--- src/rtl/dcache_load_responder_pkg.sv ---
// dcache_load_responder_pkg: widths, MAT encodings and queue entry layout shared with the load buffer
package dcache_load_responder_pkg;
    localparam int LB_PTR_W = 3;
    localparam int ADDR_W = 32;
    localparam int DATA_W = 32;
    localparam int MAT_W = 2;
    typedef enum logic [MAT_W-1:0] {MAT_SUC = 2'b00, MAT_CC = 2'b01} mat_e;
    localparam int ENT_ADDR_LSB = 0;
    localparam int ENT_PTR_LSB = ENT_ADDR_LSB + ADDR_W;
    localparam int ENT_MAT_LSB = ENT_PTR_LSB + LB_PTR_W;
    localparam int ENT_ISSUED = ENT_MAT_LSB + MAT_W;
    localparam int ENT_VALID = ENT_ISSUED + 1;
    localparam int ENT_W = ENT_VALID + 1;
endpackage

--- src/rtl/dcache_load_responder_queue.sv ---
// dcache_load_queue: in-order request storage with alloc/issue/response pointers and flush discard counter
module dcache_load_queue
    import dcache_load_responder_pkg::*;
#(
    parameter int DEPTH = 4,
    parameter int PTRW = 2
) (
    input  logic                Clk,
    input  logic                Rest,
    input  logic                flush,
    input  logic                alloc,
    input  logic [MAT_W-1:0]    alloc_mat,
    input  logic [LB_PTR_W-1:0] alloc_lb_ptr,
    input  logic [ADDR_W-1:0]   alloc_addr,
    input  logic                issue,
    input  logic                pop,
    input  logic                mem_valid,
    output logic                full,
    output logic                has_issued,
    output logic                discard_zero,
    output logic                issue_pending,
    output logic [MAT_W-1:0]    issue_mat,
    output logic [ADDR_W-1:0]   issue_addr,
    output logic [LB_PTR_W-1:0] resp_lb_ptr
);
    localparam logic [PTRW:0] PTR_ONE = 1;
    localparam logic [PTRW+1:0] CNT_ONE = 1;
    logic [ENT_W-1:0] entries [DEPTH];
    logic [PTRW:0] alloc_ptr, issue_ptr, resp_ptr, outstanding;
    logic [PTRW+1:0] discard_cnt, discard_total;
    assign outstanding = issue_ptr - resp_ptr;
    assign discard_total = discard_cnt + {1'b0, outstanding};
    assign full = (alloc_ptr[PTRW] != resp_ptr[PTRW]) && (alloc_ptr[PTRW-1:0] == resp_ptr[PTRW-1:0]);
    assign has_issued = outstanding != '0;
    assign discard_zero = discard_cnt == '0;
    assign issue_pending = entries[issue_ptr[PTRW-1:0]][ENT_VALID] && !entries[issue_ptr[PTRW-1:0]][ENT_ISSUED];
    assign issue_mat = entries[issue_ptr[PTRW-1:0]][ENT_MAT_LSB +: MAT_W];
    assign issue_addr = entries[issue_ptr[PTRW-1:0]][ENT_ADDR_LSB +: ADDR_W];
    assign resp_lb_ptr = entries[resp_ptr[PTRW-1:0]][ENT_PTR_LSB +: LB_PTR_W];
    // entry storage: write on accept, mark issued on handshake, invalidate on response
    always_ff @(posedge Clk) begin
        if (Rest) begin
            for (int i = 0; i < DEPTH; i++) entries[i] <= '0;
        end else if (flush) begin
            for (int i = 0; i < DEPTH; i++) entries[i][ENT_VALID] <= 1'b0;
        end else begin
            if (alloc) entries[alloc_ptr[PTRW-1:0]] <= {1'b1, 1'b0, alloc_mat, alloc_lb_ptr, alloc_addr};
            if (issue) entries[issue_ptr[PTRW-1:0]][ENT_ISSUED] <= 1'b1;
            if (pop) entries[resp_ptr[PTRW-1:0]][ENT_VALID] <= 1'b0;
        end
    end
    // circular pointers with wrap bit; flush rewinds everything to slot 0
    always_ff @(posedge Clk) begin
        if (Rest || flush) begin
            alloc_ptr <= '0;
            issue_ptr <= '0;
            resp_ptr <= '0;
        end else begin
            if (alloc) alloc_ptr <= alloc_ptr + PTR_ONE;
            if (issue) issue_ptr <= issue_ptr + PTR_ONE;
            if (pop) resp_ptr <= resp_ptr + PTR_ONE;
        end
    end
    // count memory returns still owed for flushed requests; a return in the flush cycle consumes one
    always_ff @(posedge Clk) begin
        if (Rest) discard_cnt <= '0;
        else if (flush) discard_cnt <= discard_total - ((mem_valid && discard_total != '0) ? CNT_ONE : '0);
        else if (mem_valid && !discard_zero) discard_cnt <= discard_cnt - CNT_ONE;
    end
endmodule

--- src/rtl/dcache_load_responder.sv ---
// dcache_load_responder: accepts load-buffer requests, issues them to memory in order, returns tagged data
module dcache_load_responder
    import dcache_load_responder_pkg::*;
#(
    parameter int DEPTH = 4,
    parameter int PTRW = 2
) (
    input  logic                Clk,
    input  logic                Rest,
    input  logic                DcdFlash,
    input  logic                LbToDcdAble,
    input  logic [MAT_W-1:0]    LbToDcdAMat,
    input  logic [LB_PTR_W-1:0] LbToDcdAPtr,
    input  logic [ADDR_W-1:0]   LbToDcdAPhyAddr,
    output logic                DcdToLbSuccess,
    output logic                DcdToLbBackAble,
    output logic [LB_PTR_W-1:0] DcdToLbBackPtr,
    output logic [DATA_W-1:0]   DcdToLbBackDate,
    output logic                DcdRdReq,
    output logic [ADDR_W-1:0]   DcdRdAddr,
    output logic                DcdRdUncache,
    input  logic                MemRdReady,
    input  logic                MemRdValid,
    input  logic [DATA_W-1:0]   MemRdDate
);
    logic full, has_issued, discard_zero, issue_pending, pop;
    logic [MAT_W-1:0] issue_mat;
    logic [LB_PTR_W-1:0] resp_lb_ptr;
    logic [(1 << LB_PTR_W)-1:0] in_flight_mask;
    assign DcdToLbSuccess = LbToDcdAble && !full && !DcdFlash && !Rest && LbToDcdAPtr != '0 && !in_flight_mask[LbToDcdAPtr];
    assign DcdRdReq = issue_pending && !DcdFlash;
    assign DcdRdUncache = issue_mat != MAT_CC;
    assign pop = MemRdValid && !DcdFlash && discard_zero && has_issued;
    dcache_load_queue #(.DEPTH(DEPTH), .PTRW(PTRW)) u_queue (
        .Clk(Clk),
        .Rest(Rest),
        .flush(DcdFlash),
        .alloc(DcdToLbSuccess),
        .alloc_mat(LbToDcdAMat),
        .alloc_lb_ptr(LbToDcdAPtr),
        .alloc_addr(LbToDcdAPhyAddr),
        .issue(DcdRdReq && MemRdReady),
        .pop(pop),
        .mem_valid(MemRdValid),
        .full(full),
        .has_issued(has_issued),
        .discard_zero(discard_zero),
        .issue_pending(issue_pending),
        .issue_mat(issue_mat),
        .issue_addr(DcdRdAddr),
        .resp_lb_ptr(resp_lb_ptr)
    );
    // one load-buffer pointer may have only one request in flight
    always_ff @(posedge Clk) begin
        if (Rest || DcdFlash) begin
            in_flight_mask <= '0;
        end else begin
            if (pop) in_flight_mask[resp_lb_ptr] <= 1'b0;
            if (DcdToLbSuccess) in_flight_mask[LbToDcdAPtr] <= 1'b1;
        end
    end
    // registered response: one-cycle pulse tagged with the original load-buffer pointer
    always_ff @(posedge Clk) begin
        if (Rest) begin
            DcdToLbBackAble <= 1'b0;
            DcdToLbBackPtr <= '0;
            DcdToLbBackDate <= '0;
        end else begin
            DcdToLbBackAble <= pop;
            if (pop) begin
                DcdToLbBackPtr <= resp_lb_ptr;
                DcdToLbBackDate <= MemRdDate;
            end
        end
    end
    a_no_orphan_return: assert property (@(posedge Clk) disable iff (Rest)
        (MemRdValid && !DcdFlash) |-> (!discard_zero || has_issued));
endmodule

--- config.mk ---
export PLATFORM = sky130hd
export DESIGN_NAME = dcache_load_responder
export DESIGN_NICKNAME = d
export VERILOG_FILES = /design/src/rtl/dcache_load_responder_pkg.sv /design/src/rtl/dcache_load_responder_queue.sv /design/src/rtl/dcache_load_responder.sv
export SDC_FILE = /design/constraint.sdc
export NUM_CORES = 1
export LEC_CHECK = 0
export ABC_AREA = 1
export BUFFER_PORTS_ARGS = -buffer_cell sky130_fd_sc_hd__buf_2
export CAP_MARGIN = 20
export CORE_MARGIN = 2
export CORE_UTILIZATION = 51
export CTS_CLUSTER_DIAMETER = 50
export DETAILED_ROUTE_END_ITERATION = 8
export PLACE_DENSITY_LB_ADDON = 0.25
export SKIP_LAST_GASP = 1
export SYNTH_ARGS = -nofsm -noshare
export SYNTH_HDL_FRONTEND = slang
export SYNTH_SLANG_ARGS = --single-unit
--- constraint.sdc ---
create_clock -name Clk -period 3.1 [get_ports Clk]
set_input_delay 0.62 -clock Clk [delete_from_list [all_inputs] [get_ports Clk]]
set_output_delay 0.62 -clock Clk [all_outputs]
set_load 0.05 [all_outputs]
==> results of run 1 <==
-- sequential cells by signal, summed over array words and instances (netlist names), 3 cells and up, named ones only --
register	cells
u_queue.resp_ptr	3
u_queue.discard_cnt	4
u_queue.alloc_ptr	3
DcdToLbBackDate	32
u_queue.entries	156
DcdToLbBackPtr	3
in_flight_mask	7
u_queue.issue_ptr	3
-- metrics by stage --
step                worst slack (ns)   util  instance area [um^2]
floorplan                      0.186      -                  9400
global placement              0.0885  0.577                 10400
detailed placement           -0.0425  0.577                 10400
CTS                          0.00178  0.620                 11200
global route                 -0.0117  0.626                 11300
finish                         0.113  0.626                 11300
-- layout by cell type, fill, tap and decap left out, types with 5 or more instances in the layout --
cell       count
buf_2        145
nand2_1       70
nand4_1        7
ha_1          18
nor2_1       301
a21oi_1       20
buf_4         24
nor3_1         9
nand3_2        5
o21ai_0      117
nand2_2        6
inv_1         67
clkinv_1       7
clkbuf_16     25
dfxtp_1       66
buf_12         5
inv_2          7
edfxtp_1     148
o22ai_1       33
nand3_1       30
-- cell families (layout without fill, tap and decap cells) --
| group | count (synthesis) | in the layout | share of synthesized area |
|---|---|---|---|
| buf+inv | 130 | 293 | 0.0592 |
| xor+xnor | 7 | 7 | 0.00652 |
| compound gates | 181 | 181 | 0.104 |
| simple gates | 432 | 432 | 0.182 |
| fa+ha+maj | 22 | 22 | 0.0309 |
| flops | 216 | 216 | 0.617 |
-- layout make-up --
cell class | count | area (um^2)
clock buffers | 29 | 641
clock inverters | 14 | 106
fillers | 1524 | 6740
inverters | 76 | 288
multi-input cells | 642 | 3150
flip-flops and latches | 216 | 5810
well taps | 229 | 287
repair buffers | 174 | 1010
-- worst register-to-register path, delay by kind of cell, from the launching register on --
kind | cells | cell delay [ns]
compound gates | 2 | 0.32
fa+ha+maj | 5 | 1.76
simple gates | 3 | 0.26
flops | 1 | 0.36
buf+inv | 4 | 0.20
-- what timing repair did --
item,in CTS,in global routing
endpoints found under the hold margin,0,0
endpoints found under the setup margin,2,2
gates resized for setup,4,18
buffers inserted,0,6
pin swaps,0,9
-- where the power goes --
group | internal (W) | switching (W) | leakage, nW
registers | 0.00317 | 0.0000322 | 2.08
logic | 0.000173 | 0.000394 | 2.43
clock network | 0.00156 | 0.00110 | 0.358
total | 0.00490 | 0.00152 | 4.87
-- layer usage --
metal  track usage  up-vias  wire, um
li1              -     3608         -
met1         0.294     3453      9390
met2         0.365      224     10600
met3        0.0344       24      1340
met4        0.0363        0       255
met5             0        -         0
-- final timing paths --
path	from	endpoint	slack [ns]	depth (start not counted)
worst max-delay path	u_queue.issue_ptr[0]	u_queue.discard_cnt[1]	0.11	14
worst min-delay path	MemRdDate[9]	DcdToLbBackDate[9]	0.37	3
worst max register to register	u_queue.issue_ptr[0]	u_queue.discard_cnt[1]	0.11	14
worst min register to register	u_queue.entries[0][37]	u_queue.entries[0][37]	0.46	2
==> run summary, run 1 <==
Vias in the first global route = 6792
Final Critical Period = 2.99 ns
WP buf/inv = 4
Peak VDD IR = 0.555 mV
Final wirelength = 21.6 mm
Most common cell in the netlist = nor2_1
Initial DRC Count = 537
P&R area growth vs syn = 20.0%
Post-synth top area cell = edfxtp_1
Post-CTS Hold Fix Bufs = 0
DR WL/cell = 15.6 um
Critical Path Slowest Stage Cell = fa_2
Pin count of the biggest net entering global routing = 69
Worst EP required = 3.51 ns
CTS tree = built
Fin. max-slew vios = 0
Tot GR Track Use = 0.214
Grt total ovfl = 0
Commonest cells post-synth = 302 x nor2_1, 148 x edfxtp_1, 117 x o21ai_0
Post-synth ARST share = 0
Max incr delay on CP = 0.61 ns
First-pass GRT wire length = 34.2 mm
Fin Clk Skew = 0.0115 ns
Synth area leaders = edfxtp_1 47%, dfxtp_1 14%, nor2_1 12%
Setup violators final = 0
Setup tns final = 0 ns
Worst EP arrival = 3.40 ns
Root Buffer = clkbuf_16
Die area = 19500 um^2
CP Capture Type = flip-flop
Initial core utilization = 0.522
Port Buffers = 145
Slew of the pin with the lowest slew margin = 0.684 ns
P_leak = 4.87 nW
Hold slack = 0.370 ns
Die width = 140 um
Vert. Die Dim = 140 um
Longest Clk Path Bufs = 3
Sequential area share after synthesis = 0.617
CTS Sinks = 216
Final GP Congestion = 0.817
Yosys reg bits = 216
Layout cells sized above 1 = 0.208
Site Rows = 49
Max-cap viol count = 0
Distinct cells, synth = 30
Tot Pwr = 0.00642 W
Mapped cell area = 9400 um^2
Ys flop type = edfxtp_1
DRC viols = 0
Post-Syn Nets = 1085
Final Non-Filler Cells = 1380
Hold Path Class = primary input to flip-flop
Placed Cells = 1331
Routed Antenna Nets = 0
CORE AREA = 18000 um^2
Startpoint types = flip-flop
Dpl hpwl = 13.1 mm
# IOs = 146
H-tree lvl count = 1
Pre-antenna DRT Iters = 4
Status = complete, no violations
EDFF count, synth = 148
Relative slew slack = 0.544
Cell Chain, Critical Path = inv_4, ha_1, inv_1, fa_2, inv_2, fa_2, inv_2, nor2_4, a41oi_2, ha_2, ha_1, nor2_1, nor3_1, a211oi_1
Worst setup path class = flip-flop to flip-flop
Yosys warning total = 0
Fin crit share = 0.963
Critical path's top delay family = adder cells
Syn Inst Count = 988
Final Hold Fails = 0
Worst-path maximum fanout = 3
Fmax = 0.335 GHz
Clock transition at path regs = 0.06 ns
Layout Nets = 1231
Ant diodes = 0
DR vias/cell = 5.30
Vias = 7309
Clock latency on the worst-skew pair = 0.50 ns
Synthesized area per cell = 9.52 um^2
Yosys top cell area share = 0.473
Power Density = 569 nW/um^2
Num CTS Buffers = 24
Initial antenna violation count = 0
Note: power is estimated with default switching activity, not from simulation.
==> inputs of run 2 (changes only) <==
--- a/config.mk
+++ b/config.mk
@@ -5,11 +5,12 @@
 export SDC_FILE = /design/constraint.sdc
 export NUM_CORES = 1
 export LEC_CHECK = 0
-export ABC_AREA = 1
 export BUFFER_PORTS_ARGS = -buffer_cell sky130_fd_sc_hd__buf_2
 export CAP_MARGIN = 20
+export CELL_PAD_IN_SITES_DETAIL_PLACEMENT = 0
+export CELL_PAD_IN_SITES_GLOBAL_PLACEMENT = 1
 export CORE_MARGIN = 2
-export CORE_UTILIZATION = 51
+export CORE_UTILIZATION = 42
 export CTS_CLUSTER_DIAMETER = 50
 export DETAILED_ROUTE_END_ITERATION = 8
 export PLACE_DENSITY_LB_ADDON = 0.25
==> run summary, run 2 <==
Xor and xnor area share after synthesis = 0.0142
H-tree lvl count = 1
Port Buffers = 145
Worst-path maximum fanout = 4
Root Buffer = clkbuf_16
Initial core utilization = 0.426
Num CTS Buffers = 26
First-pass GRT wire length = 32.4 mm
Fin Clk Skew = 0.00866 ns
Mapped cell area = 9610 um^2
Post-synthesis mux area share = 0.127
P_leak = 4.90 nW
Hold slack = 0.345 ns
Final Hold Fails = 0
P&R area growth vs syn = 20.9%
CORE AREA = 22600 um^2
Clock transition at path regs = 0.06 ns
CP Capture Type = flip-flop
EDFF count, synth = 148
Die width = 155 um
Fin crit share = 0.940
DR WL/cell = 17.5 um
Distinct cells, synth = 53
Most common cell in the netlist = edfxtp_1
Vias = 5862
Dpl hpwl = 13.1 mm
Largest family of logic cells by synthesized area = simple AND/OR/NAND/NOR gates
Wire length on met3 = 1.03 mm
Fmax = 0.343 GHz
Final Critical Period = 2.92 ns
Worst EP arrival = 3.33 ns
Worst EP required = 3.52 ns
Metal-1 WL = 8.82 mm
Commonest non-fill, non-tap cells in the layout = 148 x edfxtp_1, 145 x buf_2, 140 x and2_1, 65 x dfxtp_1, 52 x nor2_1
Setup violators final = 0
CTS Sinks = 216
Clock latency on the worst-skew pair = 0.51 ns
Post-synth ARST share = 0
Post-synthesis adder-cell area fraction = 0.0302
Commonest cells post-synth = 148 x edfxtp_1, 140 x and2_1, 68 x dfxtp_1
Sequential area share after synthesis = 0.604
Worst setup path class = flip-flop to flip-flop
Status = complete, no violations
Grt total ovfl = 0
RSZ-0062 raised after global routing = false
Initial antenna violation count = 1
Ys flop type = edfxtp_1
Post-Syn Nets = 793
Max layer used = met4
Final WS setup = 0.185 ns
Max-cap viol count = 0
Yosys top cell area share = 0.462
Initial DRC Count = 258
Yosys reg bits = 216
Pin count of the biggest net entering global routing = 54
CTS tree = built
Yosys warning total = 0
DR vias/cell = 5.04
Longest Clk Path Bufs = 3
Setup WS pre-CTS = 0.0493 ns
Peak VDD IR = 0.264 mV
Synth area leaders = edfxtp_1 46%, dfxtp_1 14%, and2_1 9.1%
Most common cell after layout, fill and taps aside = edfxtp_1
# IOs = 146
Post-synthesis compound-gate area fraction = 0.0366
Slew of the pin with the lowest slew margin = 0.599 ns
Syn Inst Count = 696
Pre-antenna DRT Iters = 4
Routed Antenna Nets = 0
Layout cells sized above 1 = 0.313
Tot Pwr = 0.00665 W
DRC viols = 0
Post-synth top area cell = edfxtp_1
Largest Register = u_queue.entries
Post-CTS Hold Fix Bufs = 0
Startpoint types = flip-flop
Tot GR Track Use = 0.170
Die area = 24100 um^2
Hold Path Class = primary input to flip-flop
Relative slew slack = 0.601
Vert. Die Dim = 155 um
Fin. max-slew vios = 0
Final GP Congestion = 0.803
Final wirelength = 20.4 mm
Layout Nets = 956
Setup tns final = 0 ns
Largest regs = u_queue.entries x156, DcdToLbBackDate x32, in_flight_mask x7
Power Density = 572 nW/um^2
Vias in the first global route = 6282
Simple-gate share of the synthesized area = 0.154
Synthesized area per cell = 13.8 um^2
Site Rows = 55
WL met2 = 10.2 mm
Max reg flops = 156
==> run 2: cell count changes after synthesis, moves of 36 or more <==
cell,change
and2_1,+140
inv_1,-47
mux2i_1,+38
mux4_2,+36
nand2_1,-59
nor2_1,-249
o21ai_0,-112
==> run 2: path summary, 6_finish.rpt <==
check,from,end,slack (ns),depth (start not counted)
worst min register to register,u_queue.entries[2][37],u_queue.entries[2][37],0.47,2
worst max-delay path,u_queue.issue_ptr[0],u_queue.discard_cnt[2],0.18,12
worst max register to register,u_queue.issue_ptr[0],u_queue.discard_cnt[2],0.18,12
worst min-delay path,MemRdDate[4],DcdToLbBackDate[4],0.34,3
==> run 2: critical path, stage by stage (launching register included) <==
cell and delay, ns:
dfxtp_2 0.33, inv_2 0.09, ha_1 0.15, inv_1 0.06, fa_2 0.59, inv_1 0.06, fa_2 0.56, nand3_1 0.07
o21a_1 0.17, ha_1 0.20, ha_1 0.19, xor2_1 0.16, a211oi_1 0.21
==> run 2: per-layer routing <==
metal,vias up,track usage
li1,2819,-
met1,2888,0.219
met2,132,0.299
met3,23,0.0298
met4,0,0.0415
met5,-,0
==> run 2: stage by stage <==
stage | util | std cells | cell area [um^2]
global route | 0.515 | 1164 | 11600
finish | 0.515 | 1164 | 11600
detailed placement | 0.477 | 1115 | 10800
global placement | 0.477 | 1115 | 10800
floorplan | - | 696 | 9610
CTS | 0.514 | 1162 | 11600
==> run 2: cell families after synthesis <==
group           Yosys count
xor+xnor                 14
fa+ha+maj                22
simple gates            263
mux                      76
flops                   216
buf+inv                  63
compound gates           42
==> run 2: layout make-up <==
class	instances	area (um^2)
diodes	1	2.50
clock buffers	35	739
clock inverters	12	95.1
fillers	1963	11000
inverters	25	93.8
multi-input cells	417	3500
flip-flops and latches	216	5810
well taps	285	357
repair buffers	173	1020
==> run 2: where the power goes <==
part,leakage [nW],internal (W),switching [W]
Sequential,2.08,0.00317,0.0000375
Clock,0.406,0.00176,0.00114
Combinational,2.41,0.000197,0.000336
==> run 2: timing repair <==
| item | in CTS | in global routing |
|---|---|---|
| setup endpoints to repair | 0 | 3 |
| resized for setup | 0 | 6 |
| buffers inserted | 0 | 1 |
